**src/rtl/elevator_stepper_ctrl.sv**
```systemverilog
// Unipolar stepper driver for the elevator car motor. Accepts move commands
// (direction, step count, half/full mode), sequences the four coils at a
// programmable step period, and keeps a wrapping signed position count.
module elevator_stepper_ctrl #(
  parameter int unsigned STEP_DIV = 240000,
  parameter int unsigned POS_W    = 16,
  parameter bit          HOLD_EN  = 1'b1
) (
  input  logic             clk,
  input  logic             rst_n,
  input  logic             cmd_valid,
  output logic             cmd_ready,
  input  logic             cmd_dir,
  input  logic [POS_W-1:0] cmd_steps,
  input  logic             cmd_half,
  input  logic             abort,
  output logic [3:0]       motor_out,
  output logic             step_strobe,
  output logic [POS_W-1:0] position,
  output logic             done
);

  localparam int unsigned             DIV_W    = $clog2(STEP_DIV);
  localparam logic [DIV_W-1:0]        DIV_LAST = DIV_W'(STEP_DIV - 1);
  localparam logic signed [POS_W-1:0] POS_ONE  = {{(POS_W-1){1'b0}}, 1'b1};

  // S_ZACK is the one-cycle acknowledge of a zero-length move.
  typedef enum logic [1:0] {S_IDLE, S_RUN, S_DWELL, S_ZACK} state_e;

  state_e                  state_q, state_d;
  logic [DIV_W-1:0]        div_q, div_d;
  logic [POS_W-1:0]        cnt_q, cnt_d;
  logic [POS_W-1:0]        steps_q, steps_d;
  logic                    dir_q, dir_d;
  logic                    half_q, half_d;
  logic [2:0]              idx_q, idx_d;
  logic signed [POS_W-1:0] pos_q, pos_d;
  logic [3:0]              motor_q, motor_d;
  logic                    strobe_q, strobe_d;
  logic                    done_q, done_d;

  logic                    take_step;
  logic                    step_dir;
  logic                    step_half;
  logic [POS_W-1:0]        cnt_inc;

  function automatic logic [3:0] phase(input logic [2:0] idx);
    case (idx)
      3'd0:    return 4'b1001;
      3'd1:    return 4'b1000;
      3'd2:    return 4'b1010;
      3'd3:    return 4'b0010;
      3'd4:    return 4'b0110;
      3'd5:    return 4'b0100;
      3'd6:    return 4'b0101;
      3'd7:    return 4'b0001;
      default: return 4'b0000;
    endcase
  endfunction

  // An odd index in full-step mode moves by one so the sequence lands on
  // the even (two-coil) entries from then on.
  function automatic logic [2:0] next_idx(input logic [2:0] idx,
                                          input logic       dir,
                                          input logic       half);
    logic [2:0] delta;
    delta = (half || idx[0]) ? 3'd1 : 3'd2;
    return dir ? (idx - delta) : (idx + delta);
  endfunction

  assign cmd_ready   = (state_q == S_IDLE);
  assign motor_out   = motor_q;
  assign step_strobe = strobe_q;
  assign position    = pos_q;
  assign done        = done_q;

  // Next-state logic: command accept, step timing, dwell, abort and coil update.
  always_comb begin
    state_d   = state_q;
    div_d     = div_q;
    cnt_d     = cnt_q;
    steps_d   = steps_q;
    dir_d     = dir_q;
    half_d    = half_q;
    idx_d     = idx_q;
    pos_d     = pos_q;
    motor_d   = motor_q;
    strobe_d  = 1'b0;
    done_d    = 1'b0;
    take_step = 1'b0;
    step_dir  = dir_q;
    step_half = half_q;
    cnt_inc   = cnt_q + POS_W'(1);

    case (state_q)
      S_IDLE: begin
        if (cmd_valid) begin
          dir_d   = cmd_dir;
          half_d  = cmd_half;
          steps_d = cmd_steps;
          div_d   = '0;
          if (cmd_steps == '0) begin
            state_d = S_ZACK;
            done_d  = 1'b1;
          end else begin
            // The first step is taken on the accepting edge itself.
            take_step = 1'b1;
            step_dir  = cmd_dir;
            step_half = cmd_half;
            cnt_d     = POS_W'(1);
            state_d   = (cmd_steps == POS_W'(1)) ? S_DWELL : S_RUN;
          end
        end
      end
      S_RUN: begin
        if (abort) begin
          state_d = S_IDLE;
          done_d  = 1'b1;
          if (!HOLD_EN) motor_d = 4'b0000;
        end else if (div_q == DIV_LAST) begin
          take_step = 1'b1;
          div_d     = '0;
          cnt_d     = cnt_inc;
          if (cnt_inc == steps_q) state_d = S_DWELL;
        end else begin
          div_d = div_q + DIV_W'(1);
        end
      end
      S_DWELL: begin
        if (abort || (div_q == DIV_LAST)) begin
          state_d = S_IDLE;
          done_d  = 1'b1;
          if (!HOLD_EN) motor_d = 4'b0000;
        end else begin
          div_d = div_q + DIV_W'(1);
        end
      end
      S_ZACK: begin
        state_d = S_IDLE;
      end
      default: begin
        state_d = S_IDLE;
      end
    endcase

    if (take_step) begin
      idx_d    = next_idx(idx_q, step_dir, step_half);
      motor_d  = phase(idx_d);
      pos_d    = step_dir ? (pos_q - POS_ONE) : (pos_q + POS_ONE);
      strobe_d = 1'b1;
    end
  end

  // State and output registers; reset drops the move and de-energises the coils.
  always_ff @(posedge clk or negedge rst_n) begin
    if (!rst_n) begin
      state_q  <= S_IDLE;
      div_q    <= '0;
      cnt_q    <= '0;
      steps_q  <= '0;
      dir_q    <= 1'b0;
      half_q   <= 1'b0;
      idx_q    <= 3'd0;
      pos_q    <= '0;
      motor_q  <= 4'b0000;
      strobe_q <= 1'b0;
      done_q   <= 1'b0;
    end else begin
      state_q  <= state_d;
      div_q    <= div_d;
      cnt_q    <= cnt_d;
      steps_q  <= steps_d;
      dir_q    <= dir_d;
      half_q   <= half_d;
      idx_q    <= idx_d;
      pos_q    <= pos_d;
      motor_q  <= motor_d;
      strobe_q <= strobe_d;
      done_q   <= done_d;
    end
  end

endmodule

```
**config.mk**
```make
export PLATFORM = sky130hd
export DESIGN_NAME = elevator_stepper_ctrl
export DESIGN_NICKNAME = d
export VERILOG_FILES = /design/src/rtl/elevator_stepper_ctrl.sv
export SDC_FILE = /design/constraint.sdc
export NUM_CORES = 1
export LEC_CHECK = 0
export ABC_AREA = 1
export BUFFER_PORTS_ARGS = -buffer_cell sky130_fd_sc_hd__buf_4
export CAP_MARGIN = 20
export CORE_ASPECT_RATIO = 1.25
export CORE_UTILIZATION = 50
export CTS_BUF_LIST = sky130_fd_sc_hd__clkbuf_2
export DETAILED_ROUTE_END_ITERATION = 10
export PLACE_DENSITY = 0.8
export RECOVER_POWER = 25
export SLEW_MARGIN = 25
export SYNTH_ARGS = -nofsm -noshare
export SYNTH_HDL_FRONTEND = slang
export SYNTH_SLANG_ARGS = --single-unit
```
**constraint.sdc**
```tcl
create_clock -name clk -period 5.8 [get_ports clk]
set_input_delay 0.87 -clock clk [delete_from_list [all_inputs] [get_ports clk]]
set_output_delay 0.87 -clock clk [all_outputs]
set_load 0.03 [all_outputs]
```
Yosys cells after proc, flatten, opt, wreduce, memory -nomap -nowiden
Memories as Yosys holds them, arrays and structs flattened. A register that Yosys moved wholly into a read port is not among the register bits.
Index checks and enable logic that the tools add are counted.
{"block": "totals", "elab_cells": 80, "latchBits": 0, "regBits": 75, "out_inout_bits": 23, "inputBits": 22, "mem_count": 1, "ramBits": 0, "romBits": 32}
{"block": "classes", "mul": 0, "magnitude_cmp": 0, "bitwise_logic": 0, "reduce_logical": 11, "shift": 0, "n_eq_ne": 14, "n_div": 0, "n_addsub": 6, "mux": 38}
{"memory": "(name not given)", "depth": 8, "width": 4, "rd": 1, "rd_ports_with_merged_regs": 1, "wr": 0, "line_no": "48", "text": "case (idx)"}
{"op": "two-way mux 16 bit", "n": 5}
{"op": "two-way mux 18 bit", "n": 4}
{"op": "case mux 18 bit (3 select lines)", "n": 1}
{"op": "case mux 16 bit (2 select lines)", "n": 1}
{"op": "adder 18 x 1 -> 18 bit (second input constant)", "n": 1}
{"op": "equality test 18 bit (second input constant)", "n": 1}
{"op": "adder 16 x 1 -> 16 bit (second input constant)", "n": 1}
{"op": "adder 16 x 2 -> 16 bit (second input constant)", "n": 1}
{"op": "equality test 16 x 1 -> 1 bit (second input constant)", "n": 1}
{"op": "equality test 16 bit", "n": 1}
{"op": "zero test 16 bit", "n": 1}
{"op": "two-way mux 2 bit", "n": 8}
{"op": "subtractor 16 x 2 -> 16 bit (second input constant)", "n": 1}
{"op": "two-way mux 1 bit", "n": 15}
{"op": "inequality test 2 bit (second input constant)", "n": 6}
{"op": "case mux 2 bit (4 select lines)", "n": 1}
{"op": "AND reduction 4 bit", "n": 2}
{"op": "inequality test 3 bit (second input constant)", "n": 2}
{"op": "AND reduction 5 bit", "n": 1}
{"op": "equality test 2 bit (second input constant)", "n": 2}
{"op": "adder 3 x 2 -> 3 bit", "n": 1}
{"op": "two-way mux 3 bit", "n": 1}
{"op": "case mux 1 bit (3 select lines)", "n": 1}
{"op": "nonzero test 3 bit", "n": 1}
{"op": "other kinds (8)", "n": 9}

Longest topological paths before layout
{"block": "logic_depth", "ltp_word": 8, "ltp_mapped": 18}

Worst setup path before layout
OpenSTA, ideal clock, no wires.
{"block": "synth_timing", "kind": "input-to-reg", "from": "input cmd_steps[6]", "to": "register pos_q[12], in the netlist position[12]", "path_buffers": 0, "slack_ps": 2402, "arrival_time_ps": 3276, "t_required_ps": 5679, "path_stages": 18, "cell_sequence": "inv_1 nand4_1 nor3_2 nand3_1 nand2_2 nand2_1 nand2_1 inv_1 fa_1 o21ai_0 nand2_1 nand2_1 a21o_1 nand3_1 nand2_1 nand2_1 nand2_1 o21ai_1"}
{"block": "synth_between", "elab_chain_len": 5, "word_cells_on_any_way": 8}
{"element": "start: declaration", "line_no": "14", "text": "input logic [POS_W-1:0] cmd_steps,"}
{"element": "zero test 16 bit *", "line_no": "102", "text": "if (cmd_steps == '0) begin"}
{"element": "two-way mux 1 bit", "line_no": "102"}
{"element": "two-way mux 1 bit", "line_no": "97", "text": "if (cmd_valid) begin"}
{"element": "two-way mux 1 bit", "line_no": "95", "text": "case (state_q)"}
{"element": "two-way mux 16 bit", "line_no": "149", "text": "pos_d = step_dir ? (pos_q - POS_ONE) : (pos_q + POS_ONE);"}
{"element": "end signal: assignment", "line_no": "176", "text": "pos_q <= pos_d;"}
{"element": "end: declaration", "line_no": "37", "text": "logic signed [POS_W-1:0] pos_q, pos_d;"}
Every way passes the cells marked *; elsewhere a longest branch is shown, timed or not.
A chain may end at the register's enable or synchronous reset.

==> impl_metrics.py <==
metrics = {
    "worst_hold_path": {
        "hold_start": "cmd_steps[10]",
        "hold_path_class": "input port to register",
    },
    "route": {
        "via_count": 5036,
        "antenna_left": 0,
        "drc_errors": 0,
        "drt_iter0_markers": 257,
        "viasPerCell": 5.47,
        "post_drt_wl_per_cell_um": 13.5,
        "first_pass_iters": 6,
        "drt-total-wl_mm": 12.5,
    },
    "global_routing": {
        "grt_pass1_wl_mm": 20.9,
        "grt_pass1_vias": 4783,
        "antenna_found_initial": 0,
        "grt_usage_pct": 24.6,
        "grt_max_degree": 80,
        "grt-ovfl-total": 0,
    },
    "critical_path": {
        "cp_slowest_cell": "clkbuf_1",
        "worstPathArrival_ps": 3760,
        "crit_required_ps": 5550,
        "crit_family": "buffers and inverters",
        "crit_path_max_fanout": 79,
        "max_stage_delay_ps": 2840,
        "startpoint": "rst_n",
        "path_buf_inv": 1,
        "path_cells": "clkbuf_1",
        "cp-end-kind": "async pin",
        "startpoint_type": "input port",
        "path_class": "input port to async pin",
        "r2r_start": "state_q[0]",
    },
    "power_and_ir_drop": {
        "p_leak_nw": 2.95,
        "ir_drop_mv": 0.338,
        "power_density_nw_per_um2": 492,
    },
    "yosys": {
        "syn_inst": 743,
        "synth.distinct_cells": 49,
        "postSynthAreaPerCell_um2": 7.09,
        "synth_area_um2": 5270,
        "synth.net_count": 791,
        "ys.warnings.count": 0,
        "yosysSeqAreaShare_pct": 37.5,
        "synth_edf_count": 0,
        "synth-main-ff-cell": "dfrtp_1",
        "synthArstFlopShare_pct": 100,
        "ys_seq_elements": 79,
    },
    "cells_and_area": {
        "final_nets": 834,
        "drive_above_1_share_pct": 10.2,
        "final_cell_mix": "nand2_1 (221), inv_1 (96), dfrtp_1 (79)",
        "area_growth_pct": 10.6,
        "antenna_cells": 0,
        "layout_commonest_cell": "nand2_1",
        "finalNonFillerCells": 920,
    },
    "timing": {
        "rsz0062_at_grt": "no",
        "tns_ps": 0,
        "worstMarginPinSlew_ps": 4120,
        "finalHoldViolations": 0,
        "fin_crit_ps": 4010,
        "skew_ps": 45.2,
        "setup_viol": 0,
        "fin_crit_sh_pct": 69.2,
        "fmax_mhz": 249,
        "relSlewSlack_pct": -175,
        "slew_viol_final": 80,
    },
    "clock_network": {
        "h-tree-depth": 3,
        "hold_buffers": 0,
        "cts_buffers": 9,
        "clk_path_buf_depth": 2,
        "post_cts_buffers": 0,
        "root_buffer": "clkbuf_2",
        "cts_tree": "done",
        "post_cts_resized": 0,
        "insertion_delay_ps": 580,
        "cts_sinks": 79,
        "cts.reportedPaths.clkPinSlew_ps": 230,
    },
    "floorplan": {
        "core_area_um2": 10200,
        "core.rowCount": 41,
        "design.die.area_um2": 10900,
        "num_io_pins": 45,
        "die_h_um": 117,
        "start_util_pct": 51.8,
        "die_x_um": 93.8,
    },
    "outcome": {
        "outcome": "finished with violations",
        "violations": "max-capacitance violations, max-slew violations",
    },
    "placed_design": {
        "dp_hpwl_mm": 9.45,
        "portBuffers": 44,
        "dp.cells": 904,
        "gp_congestion": 0.928,
    },
    "run": {
        "drv_cap": 1,
    },
}
routing by layer:
metal	vias up	GRT usage, %	share of wire (%)
li1	2509	-	-
met1	2376	27.7	41
met2	121	45.4	53
met3	30	3.65	3.5
met4	0	11.5	2.7
met5	-	0	0
cells by family after synthesis:
group / count (synthesis) / synth area share [%]
and+or+nand+nor: 392 / 32.2
DFF: 79 / 37.5
buffers and inverters: 117 / 8.86
adders and majority gates: 26 / 6.46
AOI/OAI and AO/OA: 114 / 12.5
xor gates and xnor gates: 15 / 2.50
per-stage QoR:
step | power (mW) | setup WS [ps] | util [%] | hold WS (ps) | area, um2
2_1_floorplan | 2.10 | 2400 | - | 453 | 5270
3_3_place_gp | 2.48 | 1790 | 56.0 | 466 | 5690
3_5_place_dp | 2.53 | 1680 | 56.0 | 474 | 5690
4_1_cts | 2.88 | 1810 | 57.3 | 436 | 5820
5_1_grt | 3.13 | 825 | 57.3 | 451 | 5820
6_report | 2.86 | 1790 | 57.3 | 480 | 5820
report_power, final:
part	internal, mW	leakage [nW]	switching (mW)
registers	0.710	1.03	0.141
logic	0.612	1.83	1.05
clock network	0.143	0.0837	0.203
Yosys cell counts (6+ instances only):
| cell | n | area, um2 |
|---|---|---|
| nand3_1 | 59 | 295 |
| nand3b_1 | 9 | 67.6 |
| a21oi_1 | 20 | 100 |
| inv_1 | 96 | 360 |
| nand2_1 | 221 | 830 |
| buf_2 | 7 | 35.0 |
| ha_1 | 24 | 300 |
| o22ai_1 | 12 | 75.1 |
| xnor2_1 | 7 | 61.3 |
| nor2_1 | 62 | 233 |
| inv_2 | 6 | 22.5 |
| dfrtp_1 | 79 | 1980 |
| nand4_1 | 17 | 106 |
| o21ai_0 | 48 | 240 |
| xor2_1 | 8 | 70.1 |
| nor3_1 | 6 | 30.0 |
| o21ai_1 | 8 | 40.0 |
layout make-up:
type / count / area (um2)
clock inverter: 6 / 82.6
inverter: 103 / 387
fill: 965 / 4340
tap: 129 / 161
timing repair buffer: 46 / 342
sequential: 79 / 1980
multi-input combinational: 547 / 2820
clock buffer: 10 / 50.0
worst register-to-register path, cell delays in order (launching register included):
cell      delay, ps
dfrtp_1         440
inv_1            90
ha_1            320
nand2_1         100
buf_4           270
clkinv_1        310
nand3_1         190
nand2_1         410
ha_1            540
nand3_1          90
nand2_1         110
a21oi_1         110
o21ai_0         340
nand3_1         180
o21ai_0         180
nand2_1          70
nand3_1          80
nand2_1          60
registers in the layout (all words and copies together) (netlist names):
register     flops
position        16
div_q           18
done             1
half_q           1
state_q          2
steps_q         16
step_strobe      1
motor_out        4
idx_q            3
dir_q            1
cnt_q           16
final timing paths:
check	endpoint	slack (ps)	cells after the start
max	div_q[14]	1790	1
min	steps_q[10]	480	3
max reg2reg	position[11]	1820	17
min reg2reg	motor_out[2]	520	2
max in group clk	position[11]	1820	17
min in group asynchronous	cnt_q[13]	1700	1
Power figures use the tool's default switching activity.
